### src/rtl/conc_stim_player_pkg.sv
// Shared constants and types for the conc_stim_player stimulus sequencer.
package conc_stim_pkg;

  localparam int OP_W_DEF     = 3;
  localparam int DEPTH_DEF    = 16;
  localparam int OBS_BIT      = 2;
  localparam int CONT_EQL_BIT = 1;
  localparam int EQL_BIT      = 0;

  typedef enum logic [1:0] {
    ST_IDLE,
    ST_PLAY,
    ST_FINISH
  } state_e;

endpackage

### src/rtl/conc_stim_player_if.sv
// Load/control/playback bundle between a stimulus source and conc_stim_player.
interface conc_stim_player_if #(
  parameter int OP_W   = conc_stim_pkg::OP_W_DEF,
  parameter int ADDR_W = 4
);
  logic              wr_en;
  logic [ADDR_W-1:0] wr_addr;
  logic [OP_W-1:0]   wr_data;
  logic [ADDR_W:0]   len;
  logic              loop_en;
  logic              start;
  logic              hold;
  logic              eql;
  logic              cont_eql;
  logic              obs;
  logic              valid;
  logic              busy;
  logic              done;
  logic              wr_err;
  logic [ADDR_W-1:0] pc;

  modport master (
    output wr_en, wr_addr, wr_data, len, loop_en, start, hold,
    input  eql, cont_eql, obs, valid, busy, done, wr_err, pc
  );

  modport slave (
    input  wr_en, wr_addr, wr_data, len, loop_en, start, hold,
    output eql, cont_eql, obs, valid, busy, done, wr_err, pc
  );
endinterface

### src/rtl/conc_stim_player_mem.sv
// Opcode store: DEPTH x OP_W, synchronous write, synchronous enabled read.
module conc_stim_mem
  import conc_stim_pkg::*;
#(
  parameter int OP_W   = OP_W_DEF,
  parameter int DEPTH  = DEPTH_DEF,
  parameter int ADDR_W = 4
) (
  input  logic              clk_i,
  input  logic              rst_ni,
  input  logic              we_i,
  input  logic [ADDR_W-1:0] waddr_i,
  input  logic [OP_W-1:0]   wdata_i,
  input  logic              re_i,
  input  logic [ADDR_W-1:0] raddr_i,
  output logic [OP_W-1:0]   rdata_o
);

  logic [OP_W-1:0] mem_q [DEPTH];
  logic [OP_W-1:0] rdata_q;

  // Contents survive reset on purpose so a program can be replayed after abort.
  always_ff @(posedge clk_i) begin
    if (we_i) mem_q[waddr_i] <= wdata_i;
  end

  // The read register doubles as the opcode output stage; it holds while re_i=0.
  always_ff @(posedge clk_i or negedge rst_ni) begin
    if (!rst_ni)   rdata_q <= '0;
    else if (re_i) rdata_q <= mem_q[raddr_i];
  end

  assign rdata_o = rdata_q;

endmodule

### src/rtl/conc_stim_player.sv
// Plays a stored opcode sequence into b06 (eql/cont_eql/obs), one slot per clock.
//   state     | meaning
//   ST_IDLE   | waiting for start; loads accepted; outputs hold last opcode
//   ST_PLAY   | presenting slots; rd_ptr_q = next slot, len_eff_q = end marker
//   ST_FINISH | done pulse cycle, returns to idle
module conc_stim_player
  import conc_stim_pkg::*;
#(
  parameter int OP_W   = OP_W_DEF,
  parameter int DEPTH  = DEPTH_DEF,
  parameter int ADDR_W = $clog2(DEPTH)
) (
  input  logic             clock_i,
  input  logic             reset_n_i,
  conc_stim_player_if.slave bus
);

  localparam logic [ADDR_W:0] DEPTH_L = (ADDR_W+1)'(DEPTH);

  state_e            state_q, state_d;
  logic [ADDR_W:0]   rd_ptr_q, rd_ptr_d;
  logic [ADDR_W:0]   len_eff_q, len_eff_d;
  logic [ADDR_W-1:0] pc_q, pc_d;
  logic              valid_q, valid_d;
  logic              done_q, busy_q, wr_err_q;
  logic [ADDR_W:0]   len_sat, slot;
  logic              rd_en;
  logic [ADDR_W-1:0] rd_addr;
  logic [OP_W-1:0]   rdata;

  assign len_sat = (bus.len > DEPTH_L) ? DEPTH_L : bus.len;

  conc_stim_mem #(.OP_W(OP_W), .DEPTH(DEPTH), .ADDR_W(ADDR_W)) u_mem (
    .clk_i   (clock_i),
    .rst_ni  (reset_n_i),
    .we_i    (bus.wr_en && (state_q == ST_IDLE)),
    .waddr_i (bus.wr_addr),
    .wdata_i (bus.wr_data),
    .re_i    (rd_en),
    .raddr_i (rd_addr),
    .rdata_o (rdata)
  );

  always_comb begin
    state_d   = state_q;
    rd_ptr_d  = rd_ptr_q;
    len_eff_d = len_eff_q;
    pc_d      = pc_q;
    valid_d   = 1'b0;
    rd_en     = 1'b0;
    rd_addr   = pc_q;
    slot      = '0;
    case (state_q)
      ST_IDLE: begin
        if (bus.start) begin
          len_eff_d = len_sat;
          rd_ptr_d  = '0;
          if (len_sat == '0) begin
            state_d = ST_FINISH;
          end else begin
            state_d = ST_PLAY;
            if (!bus.hold) begin
              rd_en    = 1'b1;
              rd_addr  = '0;
              pc_d     = '0;
              valid_d  = 1'b1;
              rd_ptr_d = (ADDR_W+1)'(1);
            end
          end
        end
      end
      ST_PLAY: begin
        if (!bus.hold) begin
          // rd_ptr_q == len_eff_q means the last slot has already been shown.
          if ((rd_ptr_q == len_eff_q) && !bus.loop_en) begin
            state_d = ST_FINISH;
          end else begin
            slot     = (rd_ptr_q == len_eff_q) ? '0 : rd_ptr_q;
            rd_en    = 1'b1;
            rd_addr  = slot[ADDR_W-1:0];
            pc_d     = slot[ADDR_W-1:0];
            valid_d  = 1'b1;
            rd_ptr_d = slot + (ADDR_W+1)'(1);
          end
        end
      end
      ST_FINISH: state_d = ST_IDLE;
      default:   state_d = ST_IDLE;
    endcase
  end

  always_ff @(posedge clock_i or negedge reset_n_i) begin
    if (!reset_n_i) begin
      state_q   <= ST_IDLE;
      rd_ptr_q  <= '0;
      len_eff_q <= '0;
      pc_q      <= '0;
      valid_q   <= 1'b0;
      done_q    <= 1'b0;
      busy_q    <= 1'b0;
      wr_err_q  <= 1'b0;
    end else begin
      state_q   <= state_d;
      rd_ptr_q  <= rd_ptr_d;
      len_eff_q <= len_eff_d;
      pc_q      <= pc_d;
      valid_q   <= valid_d;
      done_q    <= (state_d == ST_FINISH);
      busy_q    <= (state_d != ST_IDLE);
      wr_err_q  <= bus.wr_en && (state_q != ST_IDLE);
    end
  end

  assign bus.eql      = rdata[EQL_BIT];
  assign bus.cont_eql = rdata[CONT_EQL_BIT];
  assign bus.obs      = rdata[OBS_BIT];
  assign bus.valid    = valid_q;
  assign bus.busy     = busy_q;
  assign bus.done     = done_q;
  assign bus.wr_err   = wr_err_q;
  assign bus.pc       = pc_q;

endmodule

### src/flat_wrapper.sv
// flat-port wrapper written by rule: the top's interface ports become plain ports
module conc_stim_player_flat import conc_stim_pkg::*;
#(
  parameter int OP_W   = OP_W_DEF,
  parameter int DEPTH  = DEPTH_DEF,
  parameter int ADDR_W = $clog2(DEPTH)
)
  (clock_i, reset_n_i, bus_wr_en, bus_wr_addr, bus_wr_data, bus_len, bus_loop_en, bus_start, bus_hold, bus_eql, bus_cont_eql, bus_obs, bus_valid, bus_busy, bus_done, bus_wr_err, bus_pc);
  conc_stim_player_if #(.OP_W(OP_W), .ADDR_W(ADDR_W)) bus_i ();
  input  logic clock_i;
  input  logic reset_n_i;
  input wire logic [$bits(bus_i.wr_en)-1:0] bus_wr_en;
  input wire logic [$bits(bus_i.wr_addr)-1:0] bus_wr_addr;
  input wire logic [$bits(bus_i.wr_data)-1:0] bus_wr_data;
  input wire logic [$bits(bus_i.len)-1:0] bus_len;
  input wire logic [$bits(bus_i.loop_en)-1:0] bus_loop_en;
  input wire logic [$bits(bus_i.start)-1:0] bus_start;
  input wire logic [$bits(bus_i.hold)-1:0] bus_hold;
  output wire logic [$bits(bus_i.eql)-1:0] bus_eql;
  output wire logic [$bits(bus_i.cont_eql)-1:0] bus_cont_eql;
  output wire logic [$bits(bus_i.obs)-1:0] bus_obs;
  output wire logic [$bits(bus_i.valid)-1:0] bus_valid;
  output wire logic [$bits(bus_i.busy)-1:0] bus_busy;
  output wire logic [$bits(bus_i.done)-1:0] bus_done;
  output wire logic [$bits(bus_i.wr_err)-1:0] bus_wr_err;
  output wire logic [$bits(bus_i.pc)-1:0] bus_pc;
  assign bus_i.wr_en = bus_wr_en;
  assign bus_i.wr_addr = bus_wr_addr;
  assign bus_i.wr_data = bus_wr_data;
  assign bus_i.len = bus_len;
  assign bus_i.loop_en = bus_loop_en;
  assign bus_i.start = bus_start;
  assign bus_i.hold = bus_hold;
  assign bus_eql = bus_i.eql;
  assign bus_cont_eql = bus_i.cont_eql;
  assign bus_obs = bus_i.obs;
  assign bus_valid = bus_i.valid;
  assign bus_busy = bus_i.busy;
  assign bus_done = bus_i.done;
  assign bus_wr_err = bus_i.wr_err;
  assign bus_pc = bus_i.pc;
  conc_stim_player #(.OP_W(OP_W), .DEPTH(DEPTH), .ADDR_W(ADDR_W)) u_core (.clock_i(clock_i), .reset_n_i(reset_n_i), .bus(bus_i));
endmodule
### config.mk
export PLATFORM = sky130hd
export DESIGN_NAME = conc_stim_player_flat
export DESIGN_NICKNAME = d
export VERILOG_FILES = /design/src/rtl/conc_stim_player_pkg.sv /design/src/rtl/conc_stim_player_if.sv /design/src/rtl/conc_stim_player_mem.sv /design/src/rtl/conc_stim_player.sv /design/src/flat_wrapper.sv
export SDC_FILE = /design/constraint.sdc
export NUM_CORES = 1
export LEC_CHECK = 0
export CORE_MARGIN = 2
export CORE_UTILIZATION = 50
export DETAILED_ROUTE_END_ITERATION = 10
export PLACE_DENSITY_LB_ADDON = 0.2
export SYNTH_ARGS = -nofsm -noshare
export SYNTH_HDL_FRONTEND = slang
export SYNTH_SLANG_ARGS = --single-unit
### constraint.sdc
create_clock -name clock_i -period 2.4 [get_ports clock_i]
set_input_delay 0.24 -clock clock_i [delete_from_list [all_inputs] [get_ports clock_i]]
set_output_delay 0.24 -clock clock_i [all_outputs]
set_load 0.05 [all_outputs]
==> results of run 1 <==
==> Yosys cell counts (all sizes together), types with 5 or more instances <==
library cell / n
edfxtp: 48
dfrtp: 23
nand2: 23
nor2: 22
o211ai: 20
o21ai: 15
a211oi: 8
a21oi: 7
nand2b: 7
nand3: 7
a221oi: 6
and2: 6
buf: 6
nor3: 6
clkbuf: 5
inv: 5
mux2i: 5
==> flip-flops by register name, indices dropped and copies added, names as in the netlist <==
| signal | flops |
|---|---|
| u_core.u_mem.rdata_o | 3 |
| u_core.state_q | 2 |
| u_core.len_eff_q | 5 |
| u_core.bus.pc | 4 |
| u_core.bus.valid | 1 |
| u_core.bus.busy | 1 |
| u_core.bus.wr_err | 1 |
| u_core.bus.done | 1 |
| u_core.u_mem.mem_q | 48 |
| u_core.rd_ptr_q | 5 |
==> worst paths after layout <==
| check | from | slack (ns) | end | depth (start not counted) |
|---|---|---|---|---|
| max | u_core.state_q[1] | 0.08 | u_core.u_mem.rdata_o[2] | 8 |
| min | reset_n_i | 0.23 | u_core.len_eff_q[0] | 2 |
| max reg2reg | u_core.state_q[1] | 0.08 | u_core.u_mem.rdata_o[2] | 8 |
| min reg2reg | u_core.len_eff_q[3] | 0.51 | u_core.len_eff_q[3] | 2 |
| max in group asynchronous | reset_n_i | 1.93 | u_core.bus.valid | 2 |
| min in group clock_i | bus_len[0] | 0.49 | u_core.len_eff_q[0] | 3 |
==> cells by family after synthesis <==
family,synth area share (%)
flops,60.6
buf+inv,3.01
mux,2.86
fa+ha+maj,0.376
simple gates,13.4
xor+xnor,2.11
compound gates,17.7
==> timing repair <==
item / 4_1_cts / 5_1_grt
setup endpoints to repair: 3 / 3
gates resized for setup: 1 / 5
hold buffers: 0 / 0
pin swaps: 0 / 1
==> layer usage <==
metal,wire [um],up-vias
li1,-,1150
met1,3260,1149
met2,3860,48
met3,241,13
met4,138,0
met5,0,-
==> worst max-delay path, delay by kind of cell, from the launching register on <==
kind / cells / cell delay (ns)
AO/OA/AOI/OAI: 3 / 0.75
AND/OR/NAND/NOR: 3 / 0.57
flip-flops: 1 / 0.39
multiplexers: 1 / 0.32
buffers and inverters: 1 / 0.15
==> power groups by stage <==
stage	clock network (mW)	registers [mW]	logic, mW
finish	0.931	1.60	2.20
global route	0.987	1.62	2.40
CTS	0.936	1.60	2.18
detailed placement	0	1.63	2.16
global placement	0	1.63	2.12
floorplan	0	1.87	1.21
==> per-stage QoR <==
step	power (mW)	area, um^2	TNS, ns	setup WS [ns]	cells
3_3_place_gp	3.75	3880	-0.513	-0.180	396
6_report	4.74	4090	0	0.0794	412
3_5_place_dp	3.79	3880	-0.554	-0.215	396
4_1_cts	4.72	4080	0	0.0169	412
5_1_grt	5.01	4090	0	0.00272	412
2_1_floorplan	3.08	3330	0	0.0335	268
==> area by class of cell <==
class / count / area, um^2
clock inverters: 6 / 61.3
inverters: 6 / 23.8
well taps: 77 / 96.3
flip-flops and latches: 71 / 2020
fillers: 495 / 2300
repair buffers: 62 / 536
clock buffers: 10 / 128
multi-input cells: 180 / 1220
==> results.cfg, run 1 <==
[status]
status = complete, no violations

[floorplanning]
core_area_um2 = 6390
die_x_um = 85.6
start_util_pct = 52.1
fp.dieH_um = 85.6
die_area_um2 = 7320
ios = 29
core.rowCount = 29

[cts]
clk_path_buf_depth = 2
cts_setup_buffers = 0
cts_buffers = 9
clk_pin_slew_worst_paths_ns = 0.07
cts.sinks = 71
clkLatencyLatePin_ns = 0.35
cts_root_buf = clkbuf_8
cts_tree = built
htreeDepth = 3

[synthesis]
syn_area_um2 = 3330
yosysSeqAreaShare_pct = 60.6
yosys_register_bits = 71
synthArstFlopShare_pct = 32.4
synth_largest_area_cell = edfxtp_1
yosys_warnings = 0
yosysTopAreaCellShare_pct = 43.3
synth.distinct_cells = 53
ys.flop_type = edfxtp_1
synth_area_leaders = edfxtp_1, dfrtp_1, o211ai_1
netlist_instances = 268
synth_edf_count = 48
syn-mean-instance-area_um2 = 12.4
synth_nets = 287

[timing]
finClkSkew_ns = 0.00680
finalHoldViolCount = 0
hold_slack_ns = 0.233
post-route-period-util_pct = 96.7
grt_setup_unrepaired = false
fmax_mhz = 431
tightest_slew_ns = 0.627
fin_crit_ns = 2.32
maxSlewViolCount = 0
slew_headroom_pct = 58.1
finalSetupViolations = 0

[setup_path]
cp_max_fo = 5
crit_arrival_ns = 2.54
crit_type = reg -> reg
end_kind = flip-flop
path_cells = buf_4 -> nor3b_2 -> and2_1 -> a21boi_2 -> o21ai_4 -> mux2_1 -> a2111oi_1 -> nand4b_1
slowest_stage = a2111oi_1
slowest_delay_ns = 0.41
critPathLaunchType = flip-flop
critical_path_required_ns = 2.62

[power]
p_per_area_nw_per_um2 = 1160
ir_worst_vdd_uv = 898
leakage_nw = 1.50
p_clk_share_pct = 19.7
p_switching_mw = 1.86
combPwrFrac_pct = 46.5
p_seq_share_pct = 33.8
p_int_mw = 2.87
switching_share_pct = 39.3

[global_routing]
grt_start_max_net_pins = 24
grt-busiest-layer = met2
met2_usage_pct = 38.1
met3_usage_pct = 3.75
antenna_found_initial = 0
grt_usage_pct = 21.9
grt_pass1_wl_um = 12100
grt_pass1_vias = 2443
grt_overflow = 0
met1_usage_pct = 27.4

[cells_and_area]
antenna_cells = 0
final_core_util_pct = 64.0
fin_nets = 349
final_cell_mix = edfxtp_1, buf_4, clkdlybuf4s50_1, nand2_1, dfrtp_1
layout_commonest_cell = edfxtp_1
area_delta_synth_final_pct = 22.8
drive_gt1_share_pct = 20.0

[routing]
ant_nets = 0
first_pass_iters = 4
wl_um = 7500
drcViolationCount = 0
vias = 2360
viasPerCell = 5.73
detail_route.iter0.violations = 93
wire_per_inst_um = 18.2

[run]
drv_cap = 0

[hold_path]
hold_path_class = in -> async

[placed_design]
place_congestion = 0.847
dpl.hpwl_um = 5530
port_buffers = 28
Note: power is estimated with default switching activity, not from simulation.
==> run 2: changes to the inputs <==
- CAP_MARGIN: unset -> 20
- CORE_MARGIN: 2 -> 1
==> results.cfg, run 2 (synthesized netlist as in run 1, its figures left out) <==
[status]
status = complete, no violations

[floorplanning]
core_area_um2 = 6390
die_area_um2 = 6980
ios = 29
start_util_pct = 52.1
die_x_um = 83.6
fp.dieH_um = 83.6
core.rowCount = 29

[setup_path]
crit_buf_inv = 0
crit_end = u_core.u_mem.rdata_o[2]
r2r_start = u_core.len_eff_q[2]
crit_type = reg -> reg
cp_max_fo = 6
cp-startpoint = u_core.len_eff_q[2]
end_kind = flip-flop
slowest_stage = dfrtp_1
worst-path-stages = 7
critical-path-top-delay-family = compound AO/OA/AOI/OAI gates
rr_worst_depth = 7
critical_path_required_ns = 2.62
path_cells = xnor2_1 -> and3_4 -> a32o_2 -> o21ai_4 -> mux2_4 -> a2111oi_4 -> nand4b_1
slowest_delay_ns = 0.40
crit_arrival_ns = 2.55
reg2reg_to = u_core.u_mem.rdata_o[2]
reg2reg_setup_slack_ns = 0.07
critPathLaunchType = flip-flop

[cts]
cts_root_buf = clkbuf_8
clkLatencyLatePin_ns = 0.35
clk_path_buf_depth = 2
cts_tree = built
cts_buffers = 9
hold_buffers = 0
cts.sinks = 71
clk_pin_slew_worst_paths_ns = 0.08
htreeDepth = 3

[global_routing]
grt_pass1_vias = 2337
grt_overflow = 0
antenna_found_initial = 0
grt_pass1_wl_um = 11800
grt_usage_pct = 22.8
grt_start_max_net_pins = 24

[timing]
maxSlewViolCount = 0
finalSetupViolations = 0
finClkSkew_ns = 0.00965
finalHoldViolCount = 0
fin_setup_tns_ns = 0
slew_headroom_pct = 61.8
tightest_slew_ns = 0.572
fin_crit_ns = 2.33
fmax_mhz = 430
post-route-period-util_pct = 96.9

[power]
leakage_nw = 1.54
p_per_area_nw_per_um2 = 1150
ir_worst_vdd_uv = 865
p_clk_share_pct = 17.3
switching_share_pct = 40.1
p_int_mw = 2.87
p_switching_mw = 1.92
combPwrFrac_pct = 49.0
p_seq_share_pct = 33.6

[cells_and_area]
area_delta_synth_final_pct = 25.4
regMostFlops = u_core.u_mem.mem_q
top_regs = u_core.u_mem.mem_q: 48 flops, u_core.len_eff_q: 5 flops, u_core.rd_ptr_q: 5 flops
drive_gt1_share_pct = 23.7
fin_nets = 352
antenna_cells = 0
largest_reg_flops = 48
fillers = 507
final_core_util_pct = 65.3
final_cell_mix = edfxtp_1, buf_4, clkdlybuf4s50_1, nand2_1, dfrtp_1
layout_commonest_cell = edfxtp_1

[routing]
wire_per_inst_um = 17.6
detail_route.iter0.violations = 100
wl_um = 7290
viasPerCell = 5.71
first_pass_iters = 4
drcViolationCount = 0
ant_nets = 0
vias = 2371

[placed_design]
dpl.hpwl_um = 5430
place_congestion = 0.831
port_buffers = 28

[hold_path]
hold_path_class = in -> async

[run]
drv_cap = 0
[run 2: changes by cell type in the layout (fill, tap and decap cells not counted), moves of 2 or more]
cell,delta
a2111oi_1,-2
a2111oi_4,+2
buf_4,+2
xnor2_1,-2
xnor2_2,+2
[run 2: final cells by class]
type / count / area [um^2] / area share [%]
clock buffer: 9 / 124 / 2.97
multi-input combinational: 180 / 1300 / 31.2
tap: 77 / 96.3 / 2.31
clock inverter: 7 / 48.8 / 1.17
sequential: 71 / 2020 / 48.3
inverter: 6 / 23.8 / 0.570
timing repair buffer: 65 / 562 / 13.5
[run 2: repair_timing]
action / 4_1_cts / 5_1_grt
pin swaps: 1 / 5
gates resized for setup: 4 / 14
setup endpoints to repair: 3 / 3
buffers inserted: 0 / 2
[run 2: worst register-to-register path, delay by kind of cell (launching register included)]
kind	cells	cell delay, ns
compound gates	3	0.93
simple gates	2	0.36
xor+xnor	1	0.16
mux	1	0.36
flops	1	0.40
[run 2: power groups by stage]
| stage | registers (mW) | clock network, mW | logic (mW) |
|---|---|---|---|
| after floorplan | 1.87 | 0 | 1.21 |
| after global placement | 1.62 | 0 | 2.15 |
| final | 1.61 | 0.831 | 2.35 |
| after CTS | 1.61 | 0.853 | 2.22 |
| after detailed placement | 1.63 | 0 | 2.18 |
| after global routing | 1.63 | 0.903 | 2.55 |
[run 2: worst min-delay path by stage]
stage	startpoint	to	slack, ns	cells after the start
after floorplan	reset_n_i	u_core.bus.busy	-0.06	0
after global placement	u_core.bus.pc[3]	u_core.bus.pc[3]	0.49	2
after detailed placement	u_core.len_eff_q[3]	u_core.len_eff_q[3]	0.50	2
after CTS	reset_n_i	u_core.len_eff_q[0]	0.24	2
after global routing	reset_n_i	u_core.bus.pc[2]	0.27	2
final	reset_n_i	u_core.state_q[0]	0.24	2
[run 2: per-layer routing]
metal / track usage, % / wire (um)
met5: 0 / 0
met4: 9.09 / 108
met3: 5.84 / 300
met2: 38.1 / 3710
met1: 28.2 / 3170
[run 2: through the flow]
stage	std cells	power (mW)	hold WS (ns)	setup slack, ns	area, um^2
2_1_floorplan	268	3.08	-0.0556	0.0335	3330
3_3_place_gp	397	3.77	0.486	-0.301	3890
5_1_grt	415	5.08	0.270	-0.0112	4170
6_report	415	4.79	0.243	0.0740	4170
4_1_cts	413	4.68	0.241	0.00316	4090
3_5_place_dp	397	3.81	0.501	-0.314	3890
==> run 3: changes to the inputs <==
- CTS_CLUSTER_DIAMETER: unset -> 50
- SKIP_LAST_GASP: unset -> 1
==> results.cfg, run 3 (synthesized netlist as in run 1, its figures left out) <==
[power]
leakage_nw = 1.53
ir_worst_vdd_uv = 883
p_per_area_nw_per_um2 = 1150

[setup_path]
critPathLaunchType = flip-flop
end_kind = flip-flop
crit_arrival_ns = 2.57
critical_path_required_ns = 2.63
cp_max_fo = 6
crit_type = reg -> reg

[floorplanning]
fp.dieH_um = 83.6
die_x_um = 83.6
ios = 29
die_area_um2 = 6980
core.rowCount = 29
core_area_um2 = 6390
start_util_pct = 52.1

[routing]
met3_length_um = 292
first_pass_iters = 4
drcViolationCount = 0
wl_met1_um = 3130
met2_length_um = 3700
detail_route.iter0.violations = 92
viasPerCell = 5.72
wire_per_inst_um = 17.4
wl_um = 7250
dr.max_layer_used = met4
ant_nets = 0
vias = 2378

[cts]
cts_buffers = 9
clk_path_buf_depth = 2
hold_buffers = 0
cts_tree = built
cts.sinks = 71
clkLatencyLatePin_ns = 0.35
htreeDepth = 3
cts_root_buf = clkbuf_8
clk_pin_slew_worst_paths_ns = 0.08

[cells_and_area]
top_regs = u_core.u_mem.mem_q: 48 flops, u_core.len_eff_q: 5 flops, u_core.rd_ptr_q: 5 flops
finalNonFillerCells = 416
regMostFlops = u_core.u_mem.mem_q
drive_gt1_share_pct = 23.6
final_core_util_pct = 65.4
antenna_cells = 0
fin_nets = 353
layout_commonest_cell = edfxtp_1
largest_reg_flops = 48
final_cell_mix = edfxtp_1, buf_4, clkdlybuf4s50_1, nand2_1, dfrtp_1
area_delta_synth_final_pct = 25.6

[global_routing]
grt_usage_pct = 22.7
grt_start_max_net_pins = 24
grt_overflow = 0
antenna_found_initial = 0
grt_pass1_vias = 2347
grt_pass1_wl_um = 11800

[timing]
finClkSkew_ns = 0.00664
finalSetupViolations = 0
grt_setup_unrepaired = true
post-route-period-util_pct = 97.6
fin_crit_ns = 2.34
slew_headroom_pct = 62.1
finalHoldViolCount = 0
fmax_mhz = 427
fin_setup_tns_ns = 0
hold_slack_ns = 0.242
tightest_slew_ns = 0.564
maxSlewViolCount = 0

[placed_design]
dpl.hpwl_um = 5430
place_congestion = 0.831
placed_cells = 397
port_buffers = 28

[status]
status = complete, no violations

[run]
drv_cap = 0

[hold_path]
hold_path_class = in -> async
## run 3: cell types whose count changed in the layout (fill, tap and decap cells not counted), sizes merged
cell,before,now
buf,37,38
## run 3: final timing paths
path	depth (start not counted)	slack (ns)	startpoint	to
worst max register to register	7	0.06	u_core.len_eff_q[2]	u_core.u_mem.rdata_o[2]
max in group asynchronous	2	1.93	reset_n_i	u_core.bus.valid
worst min register to register	2	0.51	u_core.bus.pc[3]	u_core.bus.pc[3]
worst max-delay path	7	0.06	u_core.len_eff_q[2]	u_core.u_mem.rdata_o[2]
min in group clock_i	3	0.50	bus_len[1]	u_core.len_eff_q[1]
worst min-delay path	2	0.24	reset_n_i	u_core.state_q[0]
## run 3: repair_timing
action | 4_1_cts | 5_1_grt
resized for setup | 3 | 15
pin swaps | 1 | 4
buffers inserted | 0 | 3
endpoints found under the setup margin | 3 | 3
## run 3: layout make-up
class,count,area (um^2)
clock buffer,9,124
inverter,6,23.8
fill,506,2210
timing repair buffer,66,569
clock inverter,7,48.8
multi-input combinational,180,1300
sequential,71,2020
tap,77,96.3
## run 3: critical path: stages (launching register included)
cell and delay, ns:
dfrtp_1 0.40, xnor2_1 0.16, and3_4 0.23, a32o_2 0.28, o21ai_4 0.24, mux2_2 0.40
a2111oi_4 0.37, nand4b_1 0.12
## run 3: metrics by stage
step                cell area (um^2)  setup slack [ns]  power, mW
global route                    4180           -0.0117       5.10
CTS                             4080          -0.00180       4.66
detailed placement              3890            -0.314       3.81
finish                          4180            0.0587       4.81
global placement                3890            -0.301       3.77
floorplan                       3330            0.0335       3.08
## run 3: where the power goes
group | internal [mW] | switching, mW | total (mW)
combinational | 1.03 | 1.34 | 2.37
clock | 0.375 | 0.455 | 0.830
sequential | 1.48 | 0.130 | 1.61
## run 3: per-layer routing
metal  vias up  GRT usage [%]
li1       1165              -
met1      1152           28.0
met2        48           38.1
met3        13           5.84
met4         0           9.09
met5         -              0
